## src/rtl/vagas_pkg.sv

```systemverilog
// Shared constants, scan FSM states and the column/row to CH bit map used by
// both the parking-space reader and the space-display mux.
package vagas_pkg;

  localparam int NUM_VAGAS = 8;
  localparam int NUM_COL   = 2;
  localparam int NUM_LIN   = 4;

  typedef enum logic [1:0] {
    S_SETTLE = 2'd0,
    S_SAMPLE = 2'd1,
    S_FRAME  = 2'd2
  } state_t;

  // Column 0 owns the odd CH bits (7,5,3,1), column 1 the even ones (6,4,2,0), row 0 first.
  function automatic logic [2:0] ch_bit(input logic col, input logic [1:0] lin);
    logic [2:0] idx;
    case ({col, lin})
      3'b000:  idx = 3'd7;
      3'b001:  idx = 3'd5;
      3'b010:  idx = 3'd3;
      3'b011:  idx = 3'd1;
      3'b100:  idx = 3'd6;
      3'b101:  idx = 3'd4;
      3'b110:  idx = 3'd2;
      default: idx = 3'd0;
    endcase
    return idx;
  endfunction

endpackage

```

## src/rtl/sincronizador_2ff.sv

```systemverilog
// Two-flop synchronizer for the row sense lines; only built with VARREDURA_SYNC_EN,
// clears to all-ones (no space occupied) on reset.
`ifdef VARREDURA_SYNC_EN
module sincronizador_2ff #(
  parameter int W = 4
) (
  input  logic         Clock,
  input  logic         Reset_n,
  input  logic [W-1:0] d,
  output logic [W-1:0] q
);

  logic [W-1:0] meta;

  always_ff @(posedge Clock or negedge Reset_n) begin
    if (!Reset_n) begin
      meta <= '1;
      q    <= '1;
    end else begin
      meta <= d;
      q    <= meta;
    end
  end

endmodule
`endif

```

## src/rtl/varredura_vagas.sv

```systemverilog
// Parking-space matrix reader: scans two columns, rebuilds CH, debounces over whole
// frames and reports free spaces. VARREDURA_SYNC_EN adds a 2-flop input synchronizer.
module varredura_vagas
  import vagas_pkg::*;
#(
  parameter int SETTLE_CYCLES  = 4,
  parameter int DEBOUNCE_SCANS = 3
) (
  input  logic                 Clock,
  input  logic                 Reset_n,
  input  logic [NUM_LIN-1:0]   Lin,
  output logic [NUM_COL-1:0]   Col,
  output logic [NUM_VAGAS-1:0] CH,
  output logic [3:0]           Livres,
  output logic                 Mudou
);

  localparam int CW = (SETTLE_CYCLES > 1) ? $clog2(SETTLE_CYCLES) : 1;
  localparam int SW = (DEBOUNCE_SCANS > 1) ? $clog2(DEBOUNCE_SCANS) : 1;
  localparam logic [CW-1:0] CNT_LAST   = CW'(SETTLE_CYCLES - 1);
  localparam logic [SW-1:0] STABLE_MAX = SW'(DEBOUNCE_SCANS - 1);

  function automatic logic [3:0] conta_livres(input logic [NUM_VAGAS-1:0] v);
    logic [3:0] n;
    n = '0;
    for (int i = 0; i < NUM_VAGAS; i++) n = n + {3'b000, ~v[i]};
    return n;
  endfunction

  state_t                 state, state_nxt;
  logic [CW-1:0]          settle_cnt;
  logic                   cnt_last, do_settle, do_sample, do_frame;
  logic [NUM_LIN-1:0]     lin_p0;
  logic [NUM_VAGAS-1:0]   raw, prev;
  logic [SW-1:0]          stable_cnt, stable_nxt;

`ifdef VARREDURA_SYNC_EN
  sincronizador_2ff #(.W(NUM_LIN)) u_sync (
    .Clock   (Clock),
    .Reset_n (Reset_n),
    .d       (Lin),
    .q       (lin_p0)
  );
`else
  assign lin_p0 = Lin;
`endif

  assign cnt_last = (settle_cnt == CNT_LAST);

  always_ff @(posedge Clock or negedge Reset_n) begin
    if (!Reset_n) state <= S_SETTLE;
    else          state <= state_nxt;
  end

  always_comb begin
    state_nxt = state;
    case (state)
      S_SETTLE: if (cnt_last) state_nxt = S_SAMPLE;
      S_SAMPLE: state_nxt = Col[1] ? S_FRAME : S_SETTLE;
      S_FRAME:  state_nxt = S_SETTLE;
      default:  state_nxt = S_SETTLE;
    endcase
  end

  always_comb begin
    do_settle = (state == S_SETTLE);
    do_sample = (state == S_SAMPLE);
    do_frame  = (state == S_FRAME);
  end

  // Post-update stability count, needed in the same frame cycle that CH is decided.
  always_comb begin
    stable_nxt = '0;
    if (raw == prev) stable_nxt = (stable_cnt == STABLE_MAX) ? stable_cnt : stable_cnt + 1'b1;
  end

  always_ff @(posedge Clock or negedge Reset_n) begin
    if (!Reset_n) begin
      settle_cnt <= '0;
      Col        <= 2'b01;
    end else begin
      if (do_settle) settle_cnt <= cnt_last ? '0 : settle_cnt + 1'b1;
      else           settle_cnt <= '0;
      if (do_sample && Col[0]) Col <= 2'b10;
      else if (do_frame)       Col <= 2'b01;
    end
  end

  always_ff @(posedge Clock or negedge Reset_n) begin
    if (!Reset_n) begin
      raw        <= '0;
      prev       <= '0;
      stable_cnt <= '0;
      CH         <= '0;
      Livres     <= 4'd8;
      Mudou      <= 1'b0;
    end else begin
      Mudou <= 1'b0;
      if (do_sample) begin
        for (int i = 0; i < NUM_LIN; i++) raw[ch_bit(Col[1], 2'(i))] <= ~lin_p0[i];
      end
      if (do_frame) begin
        prev       <= raw;
        stable_cnt <= stable_nxt;
        if (stable_nxt == STABLE_MAX && raw != CH) begin
          CH     <= raw;
          Livres <= conta_livres(raw);
          Mudou  <= 1'b1;
        end
      end
    end
  end

endmodule

```

## config.mk

```make
export PLATFORM = sky130hd
export DESIGN_NAME = varredura_vagas
export DESIGN_NICKNAME = d
export VERILOG_FILES = /design/src/rtl/vagas_pkg.sv /design/src/rtl/sincronizador_2ff.sv /design/src/rtl/varredura_vagas.sv
export SDC_FILE = /design/constraint.sdc
export NUM_CORES = 1
export LEC_CHECK = 0
export ABC_AREA = 1
export ABC_CLOCK_PERIOD_IN_PS = 5800
export CAP_MARGIN = 20
export CORE_ASPECT_RATIO = 1.25
export CORE_MARGIN = 3
export CORE_UTILIZATION = 58
export CTS_BUF_LIST = sky130_fd_sc_hd__clkbuf_4 sky130_fd_sc_hd__clkbuf_8
export DETAILED_ROUTE_END_ITERATION = 8
export GPL_TIMING_DRIVEN = 1
export PLACE_DENSITY = 0.92
export SKIP_CTS_REPAIR_TIMING = 1
export SLEW_MARGIN = 10
export SYNTH_ARGS = -nofsm -noshare
export SYNTH_HDL_FRONTEND = slang
export SYNTH_SLANG_ARGS = --single-unit
```

## constraint.sdc

```tcl
create_clock -name Clock -period 5.8 [get_ports Clock]
set_input_delay 0.58 -clock Clock [delete_from_list [all_inputs] [get_ports Clock]]
set_output_delay 0.58 -clock Clock [all_outputs]
set_load 0.005 [all_outputs]
```

==> metrics.txt <==
Clock transition at path regs=about 0.070 ns; vias=around 1.5k; area grow syn2layout=15.1%; fmax=between 0.3 and 0.4 GHz; vias in the first global route=~1.5k; TritonCTS clock tree=yes; GRT overflow=0; leakage power=about 1.1 nW; ANT cells=0; Syn Area/Cell=around 8.5 um2; DRT Wirelength=roughly 3700 um; Synth Instances=~230; DR WL/cell=between 10 and 15 um; Post-Place Cells=283; first-pass GRT wire length=~6300 um; Yosys reg bits=37; # rows=23; status=completed; setup TNS=0 ns; DR DRC count=0; Tmin final=just over 3 ns; worst path required time=around 6.0 ns; CP Class=reg -> reg; Core ar.=3220 um2; met2 WL=around 1900 um; clock net sink count=37; setup violators final=0; # port buffers=20; r2r endpoint=Livres[2]; Synth Cell Area=roughly 2000 um2; pwr dens=roughly 210 nW/um2; height of the chip=a little over 70 um; gp weighted congestion=0.777; total track usage=20.5%; Netlist cell types=24; Max Used Layer=met4; initial antenna violation count=0; critical path fanouts, max=6; post-route ant nets=0; largest net degree at the start of global routing=38; fin nets=268; hold crit path type=in -> async; Slew Viols, Final=0; width of the die=58.2 um; IO Pins=21; Slew HR=~45%; vias per cell=approximately 5; final non-filler cell total=291; DP HPWL=2710 um; Num CTS Buffers=5; Startpoint Class=flip-flop; worst-skew pair later-pin latency=0.29 ns; Worst Setup SP=raw[0]; DR WL met3=160 um; Final Hold Vio Count=0; initial core utilization=between 60% and 70%; CP endpoint kind=flip-flop; starting DRC count in detailed routing=between 40 and 50; met1 WL=approximately 1600 um; yosys warns=0; CTS Buffer Depth=2; Slew @ Worst Pin=0.818 ns; Reg-to-Reg Start=raw[0]; Net Count, Synth=around 250; Max-cap violations=0; Die Area=a little over 4000 um2; post-layout util=70.4%; CTS Root Cell=clkbuf_8; r2r worst-path depth=11; WP data arrival=3.28 ns; crit path capture=Livres[2]; sequential share of the synthesized area=between 40% and 50%; ratio of cells with drive above 1 in the final layout=around 15%; worst vdd rail ir drop=between 0.2 and 0.25 mV; fin crit share=a little over half; TritonRoute pass-1 iters=4; Clock Skews=0.00254 ns; H-tree levels=2; r2r setup slk=2.71 ns; RSZ-0062 raised after global routing=no
## worst max-delay path: stages, from the launching register on
cell,delay [ns]
dfrtp_1,0.46
fa_1,0.55
inv_1,0.05
fa_1,0.48
fa_1,0.52
ha_1,0.16
inv_1,0.06
fa_1,0.38
xor2_1,0.14
nand4_1,0.10
nand2_1,0.07
inv_1,0.03
## area by class of cell
type,instances,area (um2)
Fill cell,246,953
Tap cell,37,46.3
Inverter,40,150
Timing Repair Buffer,20,195
Sequential cell,37,928
Multi-Input combinational cell,149,852
Clock buffer,8,97.6
## state kept, by name, indices dropped and copies added (netlist names)
| signal | flops |
|---|---|
| raw | 8 |
| CH | 8 |
| state | 2 |
| stable_cnt | 2 |
| Livres | 4 |
| settle_cnt | 2 |
| Col | 2 |
| Mudou | 1 |
| prev | 8 |
## power breakdown
part / internal (mW) / switching, mW
Combinational: 0.0103 / 0.0157
Sequential: 0.259 / 0.00275
Clock: 0.106 / 0.0864
## stage by stage
step	worst slack, ns	power, mW	cell area (um2)	hold WS (ns)
2_1_floorplan	2.82	0.281	1970	0.284
5_1_grt	2.52	0.501	2270	0.442
3_3_place_gp	2.79	0.291	2170	0.429
6_report	2.71	0.481	2270	0.380
3_5_place_dp	2.71	0.293	2170	0.448
4_1_cts	2.69	0.486	2270	0.400
## synthesized netlist by cell type
| master | n | area share (%) |
|---|---|---|
| nand2_1 | 74 | 14 |
| dfstp_2 | 2 | 2.7 |
| xor2_1 | 4 | 1.8 |
| fa_1 | 4 | 4.1 |
| nor2_4 | 1 | 0.57 |
| nor3_1 | 1 | 0.25 |
| nand4_4 | 1 | 1.1 |
| nand4_1 | 1 | 0.32 |
| nand2_2 | 6 | 1.9 |
| nand3_1 | 1 | 0.25 |
| inv_1 | 32 | 6.1 |
| clkbuf_1 | 1 | 0.19 |
| buf_6 | 2 | 1.1 |
| dfrtp_1 | 35 | 44 |
| nor2_2 | 3 | 0.95 |
| o21ai_0 | 19 | 4.8 |
| o22ai_1 | 1 | 0.32 |
| xnor2_1 | 7 | 3.1 |
| nor2_1 | 11 | 2.1 |
| inv_2 | 7 | 1.3 |
| o21ai_2 | 10 | 4.4 |
| buf_4 | 2 | 0.76 |
| clkinv_1 | 1 | 0.19 |
| ha_1 | 5 | 3.2 |
## worst min path at each step
stage	start	end	depth (start not counted)
6_report	Reset_n	Mudou	1
5_1_grt	Reset_n	Livres[2]	1
3_3_place_gp	settle_cnt[0]	settle_cnt[0]	1
2_1_floorplan	Reset_n	CH[0]	0
4_1_cts	Reset_n	Mudou	1
3_5_place_dp	settle_cnt[0]	settle_cnt[0]	1
## cell families (layout without fill, tap and decap cells)
logic type	Yosys count	in the layout	synth area share, %
and+or+nand+nor	99	99	21.5
buffers and inverters	45	68	9.71
AOI/OAI and AO/OA	30	30	9.58
xor gates and xnor gates	11	11	4.89
adders and majority gates	9	9	7.23
DFF	37	37	47.1
## cell usage in the layout, fill, tap and decap left out, drive strengths merged
cell,n
clkdlybuf4s50,19
dfrtp,35
clkinv,1
dfstp,2
o22ai,1
xnor2,7
nand4,2
nor2,15
buf,1
nand2,80
o21ai,29
clkbuf,8
nor3,1
inv,39
fa,4
xor2,4
nand3,1
ha,5
## per-layer routing
layer	track usage [%]	up-vias
met5	0	-
met4	9.28	0
met3	5.11	6
met2	34.0	30
met1	24.8	687
li1	-	743
No activity file was read; power rests on OpenSTA's default activity.
